===== src/rtl/mips_hazard_ctrl.sv =====
// Hazard/pipeline control for the 5-stage MIPS core: load-use stalls, branch flushes,
// EX operand forwarding selects and HALT drain sequencing.
module mips_hazard_ctrl #(
    parameter int unsigned CNT_W     = 16,
    parameter int unsigned DRAIN_CYC = 3
) (
    input  logic             clk,
    input  logic             rst,
    input  logic             id_valid,
    input  logic [31:0]      id_instr,
    input  logic             ex_valid,
    input  logic [5:0]       ex_op,
    input  logic [4:0]       ex_dst,
    input  logic [4:0]       ex_rs,
    input  logic [4:0]       ex_rt,
    input  logic             br_taken,
    input  logic             mem_we,
    input  logic [4:0]       mem_dst,
    input  logic             wb_we,
    input  logic [4:0]       wb_dst,
    output logic             pc_we,
    output logic             if_id_we,
    output logic             if_id_flush,
    output logic             id_ex_bubble,
    output logic [1:0]       fwd_a,
    output logic [1:0]       fwd_b,
    output logic             halted,
    output logic [CNT_W-1:0] stall_cnt,
    output logic [CNT_W-1:0] flush_cnt
);

    localparam int unsigned DRN_W = (DRAIN_CYC > 1) ? $clog2(DRAIN_CYC) : 1;

    localparam logic [5:0] OP_ADD  = 6'h00;
    localparam logic [5:0] OP_SUB  = 6'h01;
    localparam logic [5:0] OP_MUL  = 6'h02;
    localparam logic [5:0] OP_OR   = 6'h03;
    localparam logic [5:0] OP_AND  = 6'h04;
    localparam logic [5:0] OP_XOR  = 6'h05;
    localparam logic [5:0] OP_ADDI = 6'h06;
    localparam logic [5:0] OP_SUBI = 6'h07;
    localparam logic [5:0] OP_MULI = 6'h08;
    localparam logic [5:0] OP_ORI  = 6'h09;
    localparam logic [5:0] OP_ANDI = 6'h0A;
    localparam logic [5:0] OP_XORI = 6'h0B;
    localparam logic [5:0] OP_LDW  = 6'h0C;
    localparam logic [5:0] OP_STW  = 6'h0D;
    localparam logic [5:0] OP_BZ   = 6'h0E;
    localparam logic [5:0] OP_BEQ  = 6'h0F;
    localparam logic [5:0] OP_JR   = 6'h10;
    localparam logic [5:0] OP_HALT = 6'h11;

    localparam logic [1:0] FWD_RF  = 2'b00;
    localparam logic [1:0] FWD_MEM = 2'b10;
    localparam logic [1:0] FWD_WB  = 2'b01;

    typedef enum logic [1:0] {
        S_RUN    = 2'd0,
        S_DRAIN  = 2'd1,
        S_HALTED = 2'd2
    } state_t;

    state_t           state, state_n;
    logic [DRN_W-1:0] drain_cnt, drain_n;
    logic             stall_inc, flush_inc;

    logic [5:0] id_op;
    logic [4:0] id_rs, id_rt;
    logic       rd_rs, rd_rt;
    logic       load_use, halt_id;
    logic       unused_imm;

    assign id_op      = id_instr[31:26];
    assign id_rs      = id_instr[25:21];
    assign id_rt      = id_instr[20:16];
    assign unused_imm = ^id_instr[15:0];

    // Which source fields the ID instruction actually reads
    always_comb begin
        rd_rs = 1'b0;
        rd_rt = 1'b0;
        case (id_op)
            OP_ADD, OP_SUB, OP_MUL, OP_OR, OP_AND, OP_XOR, OP_STW, OP_BEQ: begin
                rd_rs = 1'b1;
                rd_rt = 1'b1;
            end
            OP_ADDI, OP_SUBI, OP_MULI, OP_ORI, OP_ANDI, OP_XORI, OP_LDW, OP_BZ, OP_JR: begin
                rd_rs = 1'b1;
            end
            default: ;
        endcase
    end

    assign load_use = ex_valid && (ex_op == OP_LDW) && id_valid && (ex_dst != 5'd0) &&
                      ((rd_rs && (ex_dst == id_rs)) || (rd_rt && (ex_dst == id_rt)));
    assign halt_id  = id_valid && (id_op == OP_HALT);

    // Operand forwarding; MEM result is newer than WB so it wins
    always_comb begin
        fwd_a = FWD_RF;
        fwd_b = FWD_RF;
        if (mem_we && (mem_dst != 5'd0) && (mem_dst == ex_rs))
            fwd_a = FWD_MEM;
        else if (wb_we && (wb_dst != 5'd0) && (wb_dst == ex_rs))
            fwd_a = FWD_WB;
        if (mem_we && (mem_dst != 5'd0) && (mem_dst == ex_rt))
            fwd_b = FWD_MEM;
        else if (wb_we && (wb_dst != 5'd0) && (wb_dst == ex_rt))
            fwd_b = FWD_WB;
        if (rst) begin
            fwd_a = FWD_RF;
            fwd_b = FWD_RF;
        end
    end

    always_ff @(posedge clk) begin
        if (rst) begin
            state     <= S_RUN;
            drain_cnt <= '0;
        end else begin
            state     <= state_n;
            drain_cnt <= drain_n;
        end
    end

    // Next state and pipeline enables
    always_comb begin
        state_n      = state;
        drain_n      = drain_cnt;
        pc_we        = 1'b1;
        if_id_we     = 1'b1;
        if_id_flush  = 1'b0;
        id_ex_bubble = 1'b0;
        stall_inc    = 1'b0;
        flush_inc    = 1'b0;
        case (state)
            S_RUN: begin
                if (br_taken) begin
                    if_id_flush  = 1'b1;
                    id_ex_bubble = 1'b1;
                    flush_inc    = 1'b1;
                end else if (halt_id) begin
                    pc_we        = 1'b0;
                    if_id_we     = 1'b0;
                    id_ex_bubble = 1'b1;
                    state_n      = S_DRAIN;
                    drain_n      = DRN_W'(DRAIN_CYC - 1);
                end else if (load_use) begin
                    pc_we        = 1'b0;
                    if_id_we     = 1'b0;
                    id_ex_bubble = 1'b1;
                    stall_inc    = 1'b1;
                end
            end
            S_DRAIN: begin
                pc_we        = 1'b0;
                if_id_we     = 1'b0;
                id_ex_bubble = 1'b1;
                if (drain_cnt == '0)
                    state_n = S_HALTED;
                else
                    drain_n = drain_cnt - DRN_W'(1);
            end
            S_HALTED: begin
                pc_we        = 1'b0;
                if_id_we     = 1'b0;
                id_ex_bubble = 1'b1;
            end
            default: state_n = S_RUN;
        endcase
        if (rst) begin
            pc_we        = 1'b0;
            if_id_we     = 1'b0;
            if_id_flush  = 1'b1;
            id_ex_bubble = 1'b1;
            stall_inc    = 1'b0;
            flush_inc    = 1'b0;
        end
    end

    // Sticky halt flag and saturating event counters
    always_ff @(posedge clk) begin
        if (rst) begin
            halted    <= 1'b0;
            stall_cnt <= '0;
            flush_cnt <= '0;
        end else begin
            halted <= (state_n == S_HALTED);
            if (stall_inc && (stall_cnt != '1))
                stall_cnt <= stall_cnt + CNT_W'(1);
            if (flush_inc && (flush_cnt != '1))
                flush_cnt <= flush_cnt + CNT_W'(1);
        end
    end

endmodule


===== config.mk =====
export PLATFORM = sky130hd
export DESIGN_NAME = mips_hazard_ctrl
export DESIGN_NICKNAME = d
export VERILOG_FILES = /design/src/rtl/mips_hazard_ctrl.sv
export SDC_FILE = /design/constraint.sdc
export NUM_CORES = 1
export LEC_CHECK = 0
export BUFFER_PORTS_ARGS = -buffer_cell sky130_fd_sc_hd__buf_2
export CORE_ASPECT_RATIO = 0.7
export CORE_MARGIN = 4
export CORE_UTILIZATION = 47
export CTS_CLUSTER_DIAMETER = 150
export DETAILED_ROUTE_END_ITERATION = 16
export GPL_TIMING_DRIVEN = 0
export PLACE_DENSITY_LB_ADDON = 0.12
export SLEW_MARGIN = 10
export SYNTH_ARGS = -nofsm -noshare
export SYNTH_HDL_FRONTEND = slang
export SYNTH_SLANG_ARGS = --single-unit

===== constraint.sdc =====
create_clock -name clk -period 3.1 [get_ports clk]
set_clock_uncertainty 0.2 [all_clocks]
set_input_delay 0 -clock clk [delete_from_list [all_inputs] [get_ports clk]]
set_output_delay 0 -clock clk [all_outputs]
set_load 0.005 [all_outputs]

==> flow_summary.json <==
{
  "area_delta_synth_final_pct": 28.36,
  "post-place-ws_ns": 0.5485,
  "power_frac_comb_pct": 16.0,
  "max-vdd-ir-drop_uv": 178.1,
  "die_y_um": 67.68,
  "synth-seq-area-share_pct": 30.98,
  "synth_compound_area_share_pct": 13.03,
  "period_needed_ns": 2.591,
  "grt-ovfl-total": 0,
  "ioPinCount": 111,
  "grtUsageTotal_pct": 20.98,
  "synth-xor-area-share_pct": 17.58,
  "cts_setup_buffers": 0,
  "hold_class": "input pin to flop",
  "routedWlPerCell_um": 14.27,
  "dp_hpwl_um": 5118,
  "rrSetupSlack_ns": 0.51,
  "layout-drive-gt1-share_pct": 29.05,
  "port_buffers": 94,
  "drt_iter0_markers": 114,
  "synth_edf_count": 0,
  "rows": 21,
  "fmax_mhz": 385.9,
  "gp_congestion": 0.8555,
  "synth_mux_area_share_pct": 1.518,
  "yosys-top-cells-area": "dfxtp_1, xor2_1, xnor2_1",
  "cp_slowest_stage_delay_ns": 0.35,
  "p_per_area_nw_per_um2": 355.5,
  "initial_utilization_pct": 49.19,
  "slowest_stage": "dfxtp_1",
  "p_int_uw": 805.9,
  "ant_nets": 0,
  "synth_top_family_by_area": "simple AND/OR/NAND/NOR gates",
  "grt_start_max_net_pins": 13,
  "seq_power_share_pct": 45.1,
  "cts_inserted_buffers": 5,
  "netlist.area_leader.share_pct": 30.98,
  "crit_chain": "inv_1 -> ha_1 -> and2b_1 -> o211a_1 -> o311a_1 -> o21ai_4 -> buf_6 -> nor4_2 -> mux2_4",
  "dr.pass1.iters": 4,
  "die_w_um": 93.25,
  "rsz0062_at_grt": "no",
  "crit_required_ns": 3.09,
  "maxCapViolations": 0,
  "slew_violations": 0,
  "end_kind": "flop",
  "synth_cells": 286,
  "tightest_slew_ns": 0.9156,
  "ys_warn_count": 0,
  "crit_family": "simple AND/OR/NAND/NOR gates",
  "leakage_uw": 0.001311,
  "syn-num-nets": 363,
  "clk_latency_ns": 0.29,
  "grt_pass1_vias": 2386,
  "cp.arrival_ns": 2.58,
  "antenna_cells": 0,
  "critPathKind": "flop to flop",
  "synth.avg_cell_area_um2": 8.360,
  "fin_nets": 465,
  "clock-root-buffer": "clkbuf_8",
  "setup_violations": 0,
  "viasPerCell": 5.373,
  "die_area_um2": 6311,
  "clock-sinks": 37,
  "async_flop_share_pct": 0,
  "wirelength_um": 6536,
  "path_buf_inv": 2,
  "critical_path.max_fanout": 10,
  "outcome": "complete, no violations",
  "drc": 0,
  "synth-seq-cells": 37,
  "cts_tree": "done",
  "finalCritPeriodShare_pct": 83.59,
  "num_vias": 2461,
  "core-area_um2": 4861,
  "clk_pin_slew_ns": 0.08,
  "yosys.area_share.simple_pct": 29.46,
  "antenna_found_initial": 0,
  "power_switching_uw": 285.3,
  "synth_flop_cell": "dfxtp_1",
  "grt_pass1_wl_um": 10610,
  "fill_cells": 440,
  "finish.utilization_pct": 63.14,
  "maxSlewHeadroom_pct": 38.10,
  "clkPwrFrac_pct": 38.8,
  "hold_violations": 0,
  "swShare_pct": 26.15,
  "clock_tree.htree_level_count": 2,
  "synth.distinct_cells": 48,
  "total_power_uw": 1091,
  "cp-start-kind": "flop",
  "syn-cell-area_um2": 2391,
  "ctsLongestPathBuffers": 2,
  "fin_setup_tns_ns": 0,
  "fin_ws_ns": 0.5087,
  "synth_fa_ha_area_share_pct": 3.663,
  "yosysTopAreaCell": "dfxtp_1"
}
[sequential cells by signal (all words and copies together), names as in the netlist]
name       flops
drain_cnt      2
flush_cnt     16
halted         1
stall_cnt     16
state          2
[cell usage after synthesis, types with 2 or more instances]
master	number
dfxtp_1	37
nor2_1	29
xor2_1	29
xnor2_1	19
nand2_1	18
a21oi_1	17
nand3_1	13
nand4_1	12
inv_1	11
nor4_1	11
o21ai_0	11
or4_1	10
ha_1	7
o31ai_1	6
and3_1	5
clkbuf_1	5
and4_1	4
nor3_1	4
or3_1	4
and2_1	2
buf_6	2
nor4bb_1	2
o211a_1	2
o211ai_1	2
[timing repair]
item,CTS,global route
endpoints found under the hold margin,1,0
gates resized for setup,0,0
hold buffers,1,0
[path summary, 6_finish.rpt]
check | start | end | depth (start not counted)
worst max-delay path | state[0] | stall_cnt[13] | 9
worst min-delay path | br_taken | drain_cnt[1] | 4
worst max register to register | state[0] | stall_cnt[13] | 9
worst min register to register | stall_cnt[9] | stall_cnt[9] | 2
[worst min-delay path, cell delays in order]
cell	delay (ns)
buf_2	0.13
o31ai_1	0.16
a21oi_1	0.16
a311oi_1	0.06
[power by group through the flow]
stage                     clock, uW  combinational [uW]  sequential, uW
final                           424                 175             493
after global routing            449                 195             494
after CTS                       431                 175             493
after detailed placement          0                 172             504
after global placement            0                 169             503
after floorplan                   0                92.7             502
[routing by layer]
layer	track usage, %	up-vias	wire length, um
li1	-	1244	-
met1	28.31	1130	3118
met2	34.64	79	2896
met3	4.454	8	471
met4	4.753	0	49
met5	0	-	0
[logic make-up (layout without fill, tap and decap cells)]
kind of cell               after synthesis  after routing
and+or+nand+nor                        124            124
AOI/OAI and AO/OA                       48             48
xor gates and xnor gates                48             48
DFF                                     37             37
buffers and inverters                   19            122
adders and majority gates                7              7
muxes                                    3              3
[layout by cell type, fill, tap and decap left out, drive strengths merged, types with 12 or more instances in the layout]
cell type / count
nand4: 12
nand2: 18
xor2: 29
a21oi: 17
nand3: 13
buf: 97
o21ai: 13
nor2: 29
xnor2: 19
nor4: 13
dfxtp: 37
[through the flow]
stage                     hold slack (ns)  cell area [um^2]  std cells
after global placement             0.1926              2948        449
after global routing               0.1097              3069        458
after floorplan                  -0.06463              2391        286
after detailed placement           0.1896              2948        449
after CTS                         0.05942              3069        458
final                             0.06344              3069        458
[cell type report]
| class | count | area (um^2) | area share [%] |
|---|---|---|---|
| plain buffers | 8 | 48.80 | 1.590 |
| clock buffers | 6 | 72.57 | 2.364 |
| clock inverters | 2 | 38.79 | 1.264 |
| inverters | 11 | 41.29 | 1.345 |
| multi-input cells | 230 | 1560 | 50.84 |
| flip-flops and latches | 37 | 740.7 | 24.13 |
| well taps | 69 | 86.33 | 2.813 |
| repair buffers | 95 | 480.5 | 15.65 |
Power figures use the tool's default switching activity.
